### src/rtl/regfile_scoreboard_pkg.sv
// Shared CPU constants and the writeback request record used by the ALU and MDU
// writeback ports.
package regfile_scoreboard_pkg;

    localparam int NUM_REGS   = 32;
    localparam int ADDR_W     = 5;
    localparam int DATA_W     = 32;
    localparam int STARVE_MAX = 8;

    localparam logic [ADDR_W-1:0] REG_ZERO = 5'd0;

    typedef struct packed {
        logic              valid;
        logic [ADDR_W-1:0] rd;
        logic [DATA_W-1:0] data;
    } wb_req_t;

endpackage

### src/rtl/regfile_scoreboard_wb_port_arbiter.sv
// Single register-file write port: ALU-first priority grant, MDU starvation
// counter and the registered rf_* write signals.
module wb_port_arbiter
    import regfile_scoreboard_pkg::*;
#(
    parameter int STARVE_MAX = regfile_scoreboard_pkg::STARVE_MAX
) (
    input  logic              clk,
    input  logic              rst_n,
    input  wb_req_t           alu,
    input  wb_req_t           mdu,
    output logic              mdu_ready,
    output logic              throttle,
    output logic              rf_we,
    output logic [ADDR_W-1:0] rf_waddr,
    output logic [DATA_W-1:0] rf_wdata
);

    localparam int CNT_W = $clog2(STARVE_MAX + 1);
    localparam logic [CNT_W-1:0] STARVE_LIM = CNT_W'(STARVE_MAX);

    logic [CNT_W-1:0] starve_cnt;
    wb_req_t          grant;
    logic             grant_write;

    // With no ALU request the MDU record passes through; its valid bit then
    // decides whether anything is granted at all.
    always_comb begin
        grant = alu.valid ? alu : mdu;
    end

    assign grant_write = grant.valid && (grant.rd != REG_ZERO);
    assign mdu_ready   = mdu.valid && !alu.valid;
    assign throttle    = (starve_cnt == STARVE_LIM);

    always_ff @(posedge clk or negedge rst_n) begin
        if (!rst_n) begin
            starve_cnt <= '0;
        end else if (!mdu.valid || mdu_ready) begin
            starve_cnt <= '0;
        end else if (starve_cnt != STARVE_LIM) begin
            starve_cnt <= starve_cnt + 1'b1;
        end
    end

    // Grant-to-write stage: a grant to register 0 is consumed without a write.
    always_ff @(posedge clk or negedge rst_n) begin
        if (!rst_n) begin
            rf_we    <= 1'b0;
            rf_waddr <= '0;
            rf_wdata <= '0;
        end else begin
            rf_we <= grant_write;
            if (grant_write) begin
                rf_waddr <= grant.rd;
                rf_wdata <= grant.data;
            end
        end
    end

endmodule

### src/rtl/regfile_scoreboard.sv
// Register-file write controller: in-flight write scoreboard, RAW/WAW issue
// stall and the shared write port.
module regfile_scoreboard
    import regfile_scoreboard_pkg::*;
#(
    parameter int NUM_REGS   = regfile_scoreboard_pkg::NUM_REGS,
    parameter int ADDR_W     = regfile_scoreboard_pkg::ADDR_W,
    parameter int DATA_W     = regfile_scoreboard_pkg::DATA_W,
    parameter int STARVE_MAX = regfile_scoreboard_pkg::STARVE_MAX
) (
    input  logic                clk,
    input  logic                rst_n,
    input  logic                issue_valid,
    input  logic [ADDR_W-1:0]   issue_rs,
    input  logic [ADDR_W-1:0]   issue_rt,
    input  logic [ADDR_W-1:0]   issue_rd,
    input  logic                issue_rd_we,
    output logic                issue_stall,
    input  logic                alu_wb_valid,
    input  logic [ADDR_W-1:0]   alu_wb_rd,
    input  logic [DATA_W-1:0]   alu_wb_data,
    input  logic                mdu_wb_valid,
    input  logic [ADDR_W-1:0]   mdu_wb_rd,
    input  logic [DATA_W-1:0]   mdu_wb_data,
    output logic                mdu_wb_ready,
    output logic                rf_we,
    output logic [ADDR_W-1:0]   rf_waddr,
    output logic [DATA_W-1:0]   rf_wdata,
    output logic [NUM_REGS-1:0] pending
);

    wb_req_t             alu_req;
    wb_req_t             mdu_req;
    logic                throttle;
    logic                hazard;
    logic                issue_set;
    logic [NUM_REGS-1:0] pending_next;

    assign alu_req = '{valid: alu_wb_valid, rd: alu_wb_rd, data: alu_wb_data};
    assign mdu_req = '{valid: mdu_wb_valid, rd: mdu_wb_rd, data: mdu_wb_data};

    wb_port_arbiter #(
        .STARVE_MAX (STARVE_MAX)
    ) u_arbiter (
        .clk       (clk),
        .rst_n     (rst_n),
        .alu       (alu_req),
        .mdu       (mdu_req),
        .mdu_ready (mdu_wb_ready),
        .throttle  (throttle),
        .rf_we     (rf_we),
        .rf_waddr  (rf_waddr),
        .rf_wdata  (rf_wdata)
    );

    // Stall looks only at registered pending, so a cleared bit becomes visible
    // the cycle after the register file has captured the data.
    assign hazard = pending[issue_rs] || pending[issue_rt] ||
                    (issue_rd_we && pending[issue_rd]);
    assign issue_stall = issue_valid && (hazard || throttle);
    assign issue_set   = issue_valid && !issue_stall && issue_rd_we &&
                         (issue_rd != REG_ZERO);

    // Set is applied after clear so a same-index collision leaves the bit set.
    always_comb begin
        pending_next = pending;
        if (rf_we) begin
            pending_next[rf_waddr] = 1'b0;
        end
        if (issue_set) begin
            pending_next[issue_rd] = 1'b1;
        end
        pending_next[0] = 1'b0;
    end

    always_ff @(posedge clk or negedge rst_n) begin
        if (!rst_n) begin
            pending <= '0;
        end else begin
            pending <= pending_next;
        end
    end

endmodule

### config.mk
export PLATFORM = sky130hd
export DESIGN_NAME = regfile_scoreboard
export DESIGN_NICKNAME = d
export VERILOG_FILES = /design/src/rtl/regfile_scoreboard_pkg.sv /design/src/rtl/regfile_scoreboard_wb_port_arbiter.sv /design/src/rtl/regfile_scoreboard.sv
export SDC_FILE = /design/constraint.sdc
export NUM_CORES = 1
export LEC_CHECK = 0
export CAP_MARGIN = 20
export CORE_MARGIN = 1.5
export CORE_UTILIZATION = 45
export DETAILED_ROUTE_END_ITERATION = 8
export HOLD_SLACK_MARGIN = 0.12
export PLACE_DENSITY = 0.87
export SYNTH_ARGS = -nofsm -noshare
export SYNTH_HDL_FRONTEND = slang
export SYNTH_SLANG_ARGS = --single-unit
### constraint.sdc
create_clock -name clk -period 3.4 [get_ports clk]
set_clock_uncertainty 0.2 [all_clocks]
set_input_delay 0.34 -clock clk [delete_from_list [all_inputs] [get_ports clk]]
set_output_delay 0.34 -clock clk [all_outputs]
set_load 0.005 [all_outputs]
# After elaboration in Yosys (flattened, before gate mapping)
# Index checks and enable logic that the tools add are counted.
# word_totals
ff_bits,73
input_bits,95
out_inout_bits,72
# op_classes
add_sub_neg,1
n_lt_le_gt_ge,6
eq_ne,2
muxes,15
bitwise_logic,3
reduce_logical,19
# op_table
op,count
32-bit 2-to-1 mux,2
38-bit 2-to-1 mux,1
32-bit bitwise AND,1
32-bit NOT,1
32-bit OR,1
5-bit by 6-bit < comparator with 1-bit output (second input constant),4
1-bit binary-select mux with 5-bit select,3
1-bit demux with 5-bit select,2
5-bit by 1-bit greater-or-equal comparator with 1-bit output (second input constant),2
5-bit nonzero test,2
1-bit logical AND,9
4-bit 2-to-1 mux,2
1-bit 2-to-1 mux,5
4-bit by 1-bit adder with 4-bit output (second input constant),1
4-bit == test (second input constant),1
1-bit logical OR,4
4-bit inequality test (second input constant),1
1-bit logical NOT,3
2-bit nonzero test,1

# Depth between registers and ports, before layout
# depth
ltp_word,11
depth_mapped,9
mapped_depth_nobuf,7

# Modules after synthesis
# A second synthesis with hierarchy kept.
# unflattened
hier_cells,549
area_unflattened_um2,5137.4
# by_module_without_submodules
module,n_inst,cells_per_inst,area_each_um2
wb_port_arbiter,1,283,2576.2
regfile_scoreboard,1,266,2561.2

# Least setup slack after synthesis
# OpenSTA, ideal clock, no wires.
# synth_path
path_kind,input to output
startpoint,input port issue_rt[0]
endpoint,output port issue_stall
t_arrival_ns,2.201
slack_ns,0.659
stages,7
path_buffers,1
path_cell_list,clkbuf_1 > mux4_2 > mux2_2 > and3_1 > nor3_1 > nand2_1 > o31a_1
# synth_between
elab_chain_len,6
# synth_rtl
item,line,text
"start, declared",regfile_scoreboard.sv:15,"input logic [ADDR_W-1:0] issue_rt,"
1-bit binary-select mux with 5-bit select,regfile_scoreboard.sv:58,assign hazard = pending[issue_rs] || pending[issue_rt] ||
1-bit 2-to-1 mux (implied by the code),regfile_scoreboard.sv:58,
1-bit logical OR (2 in series),regfile_scoreboard.sv:58,
1-bit logical OR,regfile_scoreboard.sv:60,assign issue_stall = issue_valid && (hazard || throttle);
1-bit logical AND,regfile_scoreboard.sv:60,
"end, declared",regfile_scoreboard.sv:18,"output logic issue_stall,"
# Every way passes these cells. The select of a mux whose other input is x is not followed.

# Worst setup path after layout
# layout_path
startpoint,input port issue_rd[1]
endpoint,output port issue_stall
# layout_between
elab_chain_len,6
# layout_rtl
item,line,text
"start, declared",regfile_scoreboard.sv:16,"input logic [ADDR_W-1:0] issue_rd,"
1-bit binary-select mux with 5-bit select,regfile_scoreboard.sv:59,(issue_rd_we && pending[issue_rd]);
1-bit 2-to-1 mux (implied by the code),regfile_scoreboard.sv:59,
1-bit logical AND,regfile_scoreboard.sv:59,
1-bit logical OR,regfile_scoreboard.sv:58,
1-bit logical OR,regfile_scoreboard.sv:60,
1-bit logical AND,regfile_scoreboard.sv:60,
# Every way passes these cells. The select of a mux whose other input is x is not followed.

==> metrics list <==
* Result of the run: complete, no violations
- The floorplan step defined a die boundary enclosing 10200 um^2.
- Setup violations remaining at the end of the flow were counted as 0.
- Across the whole layout, storage elements account for 1830 um^2.
- Delay contributed by the slowest stage of the critical path: 0.55 ns
- CTS built an H-tree with a depth of 3.
* Register-to-Register Path Depth: 7
- Netlist cell types: 51
- Ratio of total power to cell area: 564 nW/um^2
* TritonRoute pass-1 iters: 6
- Maximum number of buffers from clock root to sink: 2
- Core Rows: 35
* Post-layout nets: 704
* Max transition margin: 0.382
- Footprint of the multi-input gates: 2350 um^2
- Of the total power, the share spent switching nets is 0.348.
* Fraction of final layout cells with drive strength greater than 1: 0.126
* Count of nets left with antenna violations after detail routing: 0
- Number of cells on the worst hold path: 2
- The number of antenna violations at the first check in global routing came to 0.
- Leakage: 2.64 nW
- Among the stages of the critical path, the cell type that occurs most often is sky130_fd_sc_hd__clkdlybuf4s50_1.
- The first global-routing pass estimated 22200 um of wire.
- In the synthesized netlist the dominant register cell turns out to be sky130_fd_sc_hd__dfrtp_1.
* Largest driver fanout on the critical path: 34
* Setup slack on the worst flop-to-flop path: 0.48 ns
* Via count of the first global-routing pass: 4349
- Largest net degree at the start of global routing: 74
* Setup TNS Final: 0 ns
- Worst-path cell chain: clkdlybuf4s50_1, buf_12, mux2i_1, o22ai_1, nor4_2, a221oi_2, o31a_1, clkdlybuf4s50_1
* Initial drt markers: 257
* Clock Power Share: 0.178
- Buffers & Inverters on Critical Path: 3
- Signed area change from the synthesized netlist to the final layout: 49.1%
* Clock latency at the later pin of the worst-skew pair: 0.36 ns
- The endpoint identified for the worst register-to-register timing path is pending[17]$_DFF_PN0_.
* Net count after synthesis: 533
- The floorplan step set the die width to 101 um.
* Worst hold start: u_arbiter.rf_wdata[6]$_DFFE_PN0P_
- Counting the buffers created by CTS gives 9.
- The routed design could run at a clock period as short as 3.33 ns.
* Detailed Route WL: 14000 um
- Across all hold checks on the routed design, the worst slack comes to 0.330 ns.
- Of the total power, combinational logic draws 0.424.
- The worst setup path is captured at a primary output.
- In this run the vertical extent of the chip is 101 um.
- Post-detailed-placement half-perimeter wirelength: 10600 um
- For this run, design rule violations remaining after detail routing come to 0.
* Data required time of the critical path: 2.86 ns
- The final count of hold timing violations is 0.
- CP max stage cell: sky130_fd_sc_hd__clkdlybuf4s50_1
- After detailed routing, the number of vias per cell comes to 5.83.
- Synth Area per Inst: 9.90 um^2
- Timing would allow up to 301 MHz.
- Worst ir drop on vdd: 0.249 mV
- Internal power summed over all cells: 0.00237 W
- Global routing finished with a remaining overflow of 0.
* Share of the cycle needed by the critical path after routing: 0.978
- Detailed-route via count: 4311
* Proportion of power drawn by flip-flops and latches: 0.398
- Number of antenna repair diodes: 0
- Type of the worst setup path: input port to primary output
- For the pin with the worst max-slew slack, the measured transition is 0.927 ns.
- Initial core utilization: 0.465
- Synthesis produced 436 cells.
- Clock tree synthesis found a total of 73 sinks.
* Net switching power figure: 0.00126 W
* Clock tree from TritonCTS: yes
* Number of enable-type register cells in the synthesized netlist: 0
- The core region is 9280 um^2.
* Startpoint types: input port
* Final Max Slew Viols: 0
- The congestion estimate from routability-driven global placement came to 0.932.
- HP Class: flip-flop to flip-flop
* Syn Std Cell Area: 4320 um^2
- During placement, the flow inserted port buffers numbering 165.
- Count of filler cells inserted in the layout: 711
* Total track usage: 0.284
- CP delay by family, top: buffers and inverters
* Crit path arrival time: 2.79 ns
- After detailed routing, the average wire length per cell comes to 18.9 um.
- Asr flop ratio synth: 1.00
* Portion of the post-synthesis area used by sequential elements: 0.423
* MaxCap Viol Count: 0
- In this run the count of I/O pins placed on the die edge is 167.
* Flip-flop and latch count after synthesis: 73
- End of the worst hold path: u_arbiter.rf_wdata[6]$_DFFE_PN0P_
* Buffer cell driving the clock tree root: sky130_fd_sc_hd__clkbuf_8
- Launching point of the worst reg2reg path: pending[29]$_DFF_PN0_
- During synthesis, Yosys emitted a total of 0 warnings.
* Clk pin slew, worst setup/hold paths: 0.07 ns
worst max-delay path by stage:
stage,from,end,cells past startpoint
after detailed placement,issue_rt[0],issue_stall,8
final,issue_rd[1],issue_stall,8
after global routing,issue_rd[1],issue_stall,8
after global placement,issue_rt[0],issue_stall,8
after floorplan,issue_rt[0],issue_stall,7
after CTS,issue_rs[1],issue_stall,6
power groups by stage:
stage	clock [W]	sequential, W	combinational (W)
floorplan	0	0.00135	0.000640
global placement	0	0.00144	0.00147
detailed placement	0	0.00145	0.00151
CTS	0.000652	0.00144	0.00152
global route	0.000694	0.00147	0.00166
finish	0.000647	0.00145	0.00154
metal layers:
layer,wire (um),vias to the layer above,track usage,part of all wire
li1,-,1953,-,-
met2,6930,246,0.482,0.50
met1,5570,2083,0.351,0.40
met4,344,0,0.116,0.025
met3,1160,29,0.0638,0.083
met5,0,-,0,0
sequential cells by signal, indices dropped and copies added, names as in the netlist:
register	count
u_arbiter.rf_wdata	32
u_arbiter.rf_waddr	5
u_arbiter.starve_cnt	4
u_arbiter.rf_we	1
pending	31
kinds of logic (layout without fill, tap and decap cells):
family,count (synthesis),after routing,synth area share
AOI/OAI and AO/OA,122,122,0.173
xor gates and xnor gates,3,3,0.00609
adders and majority gates,2,2,0.00579
buffers and inverters,45,220,0.0440
DFF,73,73,0.423
muxes,75,75,0.204
other,1,1,0.000868
and+or+nand+nor,115,115,0.143
Yosys cell counts (5+ instances only):
cell,count,area share
sky130_fd_sc_hd__o21ai_0,35,0.041
sky130_fd_sc_hd__nor3_1,5,0.0058
sky130_fd_sc_hd__mux4_2,10,0.052
sky130_fd_sc_hd__mux2i_1,61,0.14
sky130_fd_sc_hd__nand2_1,11,0.0096
sky130_fd_sc_hd__nand3_1,8,0.0093
sky130_fd_sc_hd__o31ai_1,27,0.047
sky130_fd_sc_hd__inv_1,9,0.0078
sky130_fd_sc_hd__or3_1,6,0.0087
sky130_fd_sc_hd__nor2_1,46,0.040
sky130_fd_sc_hd__buf_1,6,0.0052
sky130_fd_sc_hd__or3b_2,5,0.010
sky130_fd_sc_hd__a21oi_1,37,0.043
sky130_fd_sc_hd__clkbuf_1,25,0.022
sky130_fd_sc_hd__dfrtp_1,73,0.42
sky130_fd_sc_hd__o22ai_1,5,0.0072
sky130_fd_sc_hd__nand3b_1,6,0.010
cell type report:
class,count,area share
multi-input cells,318,0.364
repair buffers,196,0.294
flip-flops and latches,73,0.284
well taps,129,0.0251
clock buffers,11,0.0204
clock inverters,4,0.00700
inverters,9,0.00525
stage by stage:
stage / power, W / setup slack [ns] / std cells / utilization / instance area, um^2
5_1_grt: 0.00383 / -0.0350 / 740 / 0.693 / 6440
2_1_floorplan: 0.00199 / 0.659 / 436 / - / 4320
6_report: 0.00363 / 0.0742 / 740 / 0.693 / 6440
3_3_place_gp: 0.00291 / -0.00491 / 724 / 0.670 / 6220
4_1_cts: 0.00361 / 0.0270 / 740 / 0.689 / 6400
3_5_place_dp: 0.00297 / -0.0463 / 724 / 0.670 / 6220
tightest hold or removal path: cells and delay by family (launching register included):
kind	cells	cell delay (ns)
flip-flops	1	0.34
AO/OA/AOI/OAI	1	0.10
AND/OR/NAND/NOR	1	0.05
timing repair:
item	in CTS	in global routing
setup endpoints to repair	1	1
hold buffers	1	0
endpoints found under the hold margin	73	0
pin swaps	0	2
resized for setup	1	8
setup buffers	0	0
placed cells by master (no fill, tap or decap), types with 3 or more instances in the layout:
cell and instances:
sky130_fd_sc_hd__nor3b_1 3, sky130_fd_sc_hd__nand4b_1 3, sky130_fd_sc_hd__nand2b_1 3, sky130_fd_sc_hd__o21ai_0 34, sky130_fd_sc_hd__mux4_2 10, sky130_fd_sc_hd__inv_1 9, sky130_fd_sc_hd__buf_4 30, sky130_fd_sc_hd__or3b_2 5
sky130_fd_sc_hd__a21oi_1 37, sky130_fd_sc_hd__or3_1 6, sky130_fd_sc_hd__nor3_1 5, sky130_fd_sc_hd__nor2_1 46, sky130_fd_sc_hd__nand3_1 8, sky130_fd_sc_hd__mux2_2 4, sky130_fd_sc_hd__nor2b_1 3, sky130_fd_sc_hd__clkinv_2 3
sky130_fd_sc_hd__o22ai_1 4, sky130_fd_sc_hd__nand2_1 11, sky130_fd_sc_hd__mux2i_1 61, sky130_fd_sc_hd__nand3b_1 6, sky130_fd_sc_hd__clkdlybuf4s50_1 161, sky130_fd_sc_hd__o31ai_1 27, sky130_fd_sc_hd__or2_2 4, sky130_fd_sc_hd__dfrtp_1 73
sky130_fd_sc_hd__clkbuf_8 9
Power figures use the tool's default switching activity.
